### src/rtl/mod_inv_q.sv
// mod_inv_q: sequential modular inverter, z = a^-1 mod Q (binary extended Euclid).
// Ports: clk, rst_n (async, active low); in_valid/in_ready/a operand side;
//        out_valid/out_ready/z/err result side.
// Build option MOD_INV_Q_CYCLE_CNT_EN adds output cycles[6:0], the ITER count
// of the current result (assumes MAX_CYCLES <= 127 when enabled).
module mod_inv_q #(
    parameter int WIDTH      = 23,
    parameter int Q          = 8380417,
    parameter int MAX_CYCLES = 100
) (
    input  logic             clk,
    input  logic             rst_n,
    input  logic             in_valid,
    output logic             in_ready,
    input  logic [WIDTH-1:0] a,
    output logic             out_valid,
    input  logic             out_ready,
    output logic [WIDTH-1:0] z,
    output logic             err
`ifdef MOD_INV_Q_CYCLE_CNT_EN
    ,
    output logic [6:0]       cycles
`endif
);

`ifdef MOD_INV_Q_CYCLE_CNT_EN
    localparam int CW = 7;
`else
    localparam int CW = $clog2(MAX_CYCLES + 1);
`endif

    localparam logic [WIDTH-1:0] QW  = WIDTH'(Q);
    localparam logic [WIDTH-1:0] QH1 = WIDTH'((Q >> 1) + 1);
    localparam logic [WIDTH-1:0] ONE = WIDTH'(1);
    localparam logic [CW-1:0]    CMX = CW'(MAX_CYCLES);

    typedef enum logic [1:0] {
        S_IDLE,
        S_LOAD,
        S_ITER,
        S_DONE
    } state_t;

    state_t           r_state;
    logic [WIDTH-1:0] r_a;
    logic [WIDTH-1:0] r_u;
    logic [WIDTH-1:0] r_v;
    logic [WIDTH-1:0] r_x1;
    logic [WIDTH-1:0] r_x2;
    logic [WIDTH-1:0] r_z;
    logic             r_err;
    logic             r_in_ready;
    logic             r_out_valid;
    logic [CW-1:0]    r_cnt;

    logic [WIDTH-1:0] w_red;
    logic [WIDTH-1:0] w_x1_half;
    logic [WIDTH-1:0] w_x2_half;
    logic [WIDTH-1:0] w_x1_sub;
    logic [WIDTH-1:0] w_x2_sub;
    logic [CW-1:0]    w_cnt_nxt;
    logic             w_cnt_hit;

    // a < 2^WIDTH < 2Q, so one conditional subtraction fully reduces it.
    assign w_red = (r_a >= QW) ? r_a - QW : r_a;

    // Halving mod Q: for odd x, (x+Q)/2 = (x>>1) + (Q>>1) + 1, which keeps
    // the arithmetic within WIDTH bits without a widened sum.
    assign w_x1_half = r_x1[0] ? {1'b0, r_x1[WIDTH-1:1]} + QH1
                               : {1'b0, r_x1[WIDTH-1:1]};
    assign w_x2_half = r_x2[0] ? {1'b0, r_x2[WIDTH-1:1]} + QH1
                               : {1'b0, r_x2[WIDTH-1:1]};

    // Modular subtraction; the wrapped difference plus Q lands in [1,Q).
    assign w_x1_sub = (r_x1 >= r_x2) ? r_x1 - r_x2 : r_x1 - r_x2 + QW;
    assign w_x2_sub = (r_x2 >= r_x1) ? r_x2 - r_x1 : r_x2 - r_x1 + QW;

`ifdef MOD_INV_Q_CYCLE_CNT_EN
    assign w_cnt_nxt = (&r_cnt) ? r_cnt : r_cnt + 1'b1;
    assign cycles    = r_cnt;
`else
    assign w_cnt_nxt = r_cnt + 1'b1;
`endif
    assign w_cnt_hit = (w_cnt_nxt >= CMX);

    assign in_ready  = r_in_ready;
    assign out_valid = r_out_valid;
    assign z         = r_z;
    assign err       = r_err;

    always_ff @(posedge clk or negedge rst_n) begin
        if (!rst_n) begin
            r_state     <= S_IDLE;
            r_a         <= '0;
            r_u         <= '0;
            r_v         <= '0;
            r_x1        <= '0;
            r_x2        <= '0;
            r_z         <= '0;
            r_err       <= 1'b0;
            r_in_ready  <= 1'b1;
            r_out_valid <= 1'b0;
            r_cnt       <= '0;
        end else begin
            unique case (r_state)
                S_IDLE: begin
                    if (in_valid && r_in_ready) begin
                        r_a        <= a;
                        r_in_ready <= 1'b0;
                        r_state    <= S_LOAD;
                    end
                end
                S_LOAD: begin
                    r_cnt <= '0;
                    if (w_red == '0) begin
                        r_z         <= '0;
                        r_err       <= 1'b1;
                        r_out_valid <= 1'b1;
                        r_state     <= S_DONE;
                    end else begin
                        r_u     <= w_red;
                        r_v     <= QW;
                        r_x1    <= ONE;
                        r_x2    <= '0;
                        r_err   <= 1'b0;
                        r_state <= S_ITER;
                    end
                end
                S_ITER: begin
                    r_cnt <= w_cnt_nxt;
                    if (r_u == ONE) begin
                        r_z         <= r_x1;
                        r_out_valid <= 1'b1;
                        r_state     <= S_DONE;
                    end else if (r_v == ONE) begin
                        r_z         <= r_x2;
                        r_out_valid <= 1'b1;
                        r_state     <= S_DONE;
                    end else if (w_cnt_hit) begin
                        r_z         <= '0;
                        r_err       <= 1'b1;
                        r_out_valid <= 1'b1;
                        r_state     <= S_DONE;
                    end else if (!r_u[0]) begin
                        r_u  <= r_u >> 1;
                        r_x1 <= w_x1_half;
                    end else if (!r_v[0]) begin
                        r_v  <= r_v >> 1;
                        r_x2 <= w_x2_half;
                    end else if (r_u >= r_v) begin
                        r_u  <= r_u - r_v;
                        r_x1 <= w_x1_sub;
                    end else begin
                        r_v  <= r_v - r_u;
                        r_x2 <= w_x2_sub;
                    end
                end
                S_DONE: begin
                    if (out_ready) begin
                        r_out_valid <= 1'b0;
                        r_in_ready  <= 1'b1;
                        r_state     <= S_IDLE;
                    end
                end
                default: begin
                    r_state <= S_IDLE;
                end
            endcase
        end
    end

endmodule
### config.mk
export PLATFORM = sky130hd
export DESIGN_NAME = mod_inv_q
export DESIGN_NICKNAME = d
export VERILOG_FILES = /design/src/rtl/mod_inv_q.sv
export SDC_FILE = /design/constraint.sdc
export NUM_CORES = 1
export LEC_CHECK = 0
export BUFFER_PORTS_ARGS = -buffer_cell sky130_fd_sc_hd__buf_2
export CORE_MARGIN = 5
export CORE_UTILIZATION = 65
export CTS_BUF_LIST = sky130_fd_sc_hd__clkbuf_4 sky130_fd_sc_hd__clkbuf_8
export DETAILED_ROUTE_END_ITERATION = 8
export PLACE_DENSITY_LB_ADDON = 0.1
export SYNTH_ARGS = -nofsm -noshare
export SYNTH_HDL_FRONTEND = slang
export SYNTH_SLANG_ARGS = --single-unit
export TNS_END_PERCENT = 20
### constraint.sdc
create_clock -name clk -period 4.5 [get_ports clk]
set_input_delay 0.45 -clock clk [delete_from_list [all_inputs] [get_ports clk]]
set_output_delay 0.45 -clock clk [all_outputs]
set_load 0.005 [all_outputs]
==> key figures <==
STA
  • Final Hold Viols: 11
  • Min Tclk post-route: 4190 ps
  • Final period utilization: 0.932
  • Worst Tran Pin Value: 1110 ps
  • Worst setup margin: 307 ps
  • Slew HR: 0.260
  • Fin. max-slew vios: 0
  • RSZ-0062 raised after global routing: no
  • Clk_skew: 20.6 ps
  • Max Fclk: 238 MHz
  • Count of final setup violators: 0
  • Fin Hold WS: -21.0 ps
  • Final setup TNS: 0 ps

Worst setup path
  • Largest stage delay on the critical path: 620 ps
  • CP startpoint kind: flip-flop
  • Crit-path slowest cell: dfrtp_1
  • Crit end category: flip-flop
  • Crit-path max FO: 11
  • Crit path arrival time: 4580 ps
  • Required time worst endpoint: 4880 ps
  • Crit path kind: reg2reg
  • Reg2reg setup slack: 310 ps
  • Worst path cell trace: inv_1 > fa_1 > a21o_1 > a221oi_1 > o21a_1 > o21bai_1 > xnor2_1 > o2111ai_1 > a21oi_1 > nand3b_1 > xnor2_1 > a221o_1
  • Worst path most repeated cell: xnor2_1
  • Reg2reg path depth: 12

Logic synthesis
  • Most common cell in the netlist: nand2_1
  • Asr flop ratio synth: 1.00
  • Cell area after synthesis: 0.0149 mm^2
  • Ys Warns: 0
  • Seq cells post-synth: 150
  • Largest cells by area after synthesis: dfrtp_1 25%, ha_1 8.8%, xnor2_1 7.0%
  • Main synth FF type: dfrtp_1
  • Top cells by count, synth: 159 x nand2_1, 155 x a21oi_1, 150 x nor2_1, 149 x dfrtp_1, 135 x inv_1
  • Post-synth top area share: 0.250
  • Sequential fraction of the synthesis area: 0.251
  • EDFF count, synth: 0
  • Avg Cell Area, Syn: 8.01 um^2
  • Post-synth top area cell: dfrtp_1
  • Distinct cells, synth: 91
  • Post-Syn Instances: 1864
  • Syn_nets: 2000

Die
  • Die W: 162 um
  • Die ar.: 0.0261 mm^2
  • Core Box Area: 0.0226 mm^2
  • Starting Density: 0.660
  • Io pins: 53
  • Rows: 55
  • Die height: 162 um

Final layout
  • Post-Layout Cell Count: 2170
  • Nets: 2008
  • Syn-to-layout area delta: 6.27%
  • N_diodes: 0
  • Share of layout cells above drive strength 1: 0.112

Detailed routing
  • Vias: 14900
  • Post-DRT Antenna Nets: 0
  • WL/cell: 22.6 um
  • DR DRC count: 0
  • 1st-pass router iterations: 6
  • Detailed Route WL: 49100 um
  • Vias/cell: 6.88
  • 1st-iter DRT viols: 1957

GRT
  • First-pass GRT wire length: 77200 um
  • Initial antenna violation count: 0
  • Total GRT Usage: 0.370
  • Total gr overflow: 0
  • Vias in the first global route: 14300
  • Largest net degree at the start of global routing: 84

Placement
  • Hpwl dp: 36700 um
  • IO Port Bufs: 52
  • Place WS: 316 ps
  • Global placer's final weighted congestion: 1.01
  • Placed cells: 2138

Run status
  • Failing checks: hold timing
  • Status: finished with violations

Clocking
  • Hold buffers post-CTS: 0
  • CTS Buf Count: 17
  • # H-tree levels: 4
  • Clk sinks: 150
  • CTS tree: yes
  • Clock Path Buffers: 2
  • Clk Latency, worst-skew pair: 490 ps
  • Root buffer cell: clkbuf_8
  • CTS clk-pin slew, worst paths: 120 ps

Worst hold path
  • Hold Path Class: in2async

Flow run
  • MaxCap Viol Count: 0
[layout by cell type, fill, tap and decap left out, drive strengths merged, types with 13 or more instances in the layout]
| cell type | netlist | final |
|---|---|---|
| clkbuf | 79 | 17 |
| o21a | 14 | 14 |
| a21o | 47 | 47 |
| nand4 | 34 | 34 |
| dfrtp | 149 | 149 |
| a211oi | 26 | 26 |
| o22ai | 18 | 18 |
| nor3 | 49 | 49 |
| o31ai | 19 | 19 |
| inv | 135 | 146 |
| o21ai | 111 | 111 |
| xnor2 | 119 | 119 |
| or3 | 15 | 15 |
| xor2 | 29 | 29 |
| nand3 | 49 | 49 |
| and3 | 16 | 16 |
| mux2 | 50 | 50 |
| nor2 | 152 | 152 |
| a31oi | 13 | 13 |
| o21bai | 22 | 22 |
| buf | 26 | 94 |
| nor4 | 26 | 26 |
| ha | 105 | 105 |
| mux2i | 37 | 37 |
| a21oi | 156 | 156 |
| nand2 | 159 | 159 |
[critical path: cells and delay by family, from the launching register on]
family / cells / cell delay (ps)
buf+inv: 1 / 150
xor+xnor: 2 / 440
compound gates: 7 / 2150
fa+ha+maj: 1 / 550
simple gates: 1 / 170
flops: 1 / 620
[sequential cells by signal, summed over array words and instances, names as in the netlist, 2 cells and up]
signal / flops
r_v: 23
r_x1: 23
r_cnt: 7
z: 23
r_x2: 23
r_state: 2
r_a: 23
r_u: 23
[path summary, 6_finish.rpt]
check                                        to                start
setup / recovery           r_x1[22]$_DFFE_PN0P_  r_x2[1]$_DFFE_PN0P_
hold / removal               r_a[1]$_DFFE_PN0P_                rst_n
setup reg to reg           r_x1[22]$_DFFE_PN0P_  r_x2[1]$_DFFE_PN0P_
hold reg to reg                z[1]$_DFFE_PN0P_     z[1]$_DFFE_PN0P_
max in group asynchronous  r_x2[16]$_DFFE_PN0P_                rst_n
min in group clk             r_a[7]$_DFFE_PN0P_                 a[7]
[kinds of logic after synthesis]
family / share of synthesized area
DFF: 0.251
muxes: 0.0675
AOI/OAI and AO/OA: 0.243
and+or+nand+nor: 0.192
adders and majority gates: 0.0933
buffers and inverters: 0.0654
xor gates and xnor gates: 0.0868
[per-layer routing]
metal / vias to the layer above / wire (um) / GRT usage
met5: - / 0 / 0
met4: 0 / 3390 / 0.228
met2: 827 / 22500 / 0.603
li1: 6797 / - / -
met3: 230 / 3990 / 0.0523
met1: 7072 / 19200 / 0.465
[through the flow]
step / utilization / hold slack (ps) / cell area, um^2
after floorplan: - / 154 / 14900
after global placement: 0.681 / 483 / 15400
after detailed placement: 0.681 / 480 / 15400
after CTS: 0.700 / 34.1 / 15800
after global routing: 0.701 / 34.1 / 15900
final: 0.701 / -21.0 / 15900
[repair_timing]
| item | in CTS | in global routing |
|---|---|---|
| gates resized for setup | 0 | 5 |
| endpoints found under the setup margin | 0 | 5 |
| setup buffers | 0 | 0 |
[layout make-up]
class,count,area (um^2)
Tap cell,285,357
Multi-Input combinational cell,1473,10200
Inverter,136,510
Clock inverter,15,186
Fill cell,1864,6770
Timing Repair Buffer,94,582
Clock buffer,17,234
Sequential cell,150,3760
Power is left out: the tool's default activity adds up to more than one toggle a clock period on the data nets, which glitch-free logic cannot reach.
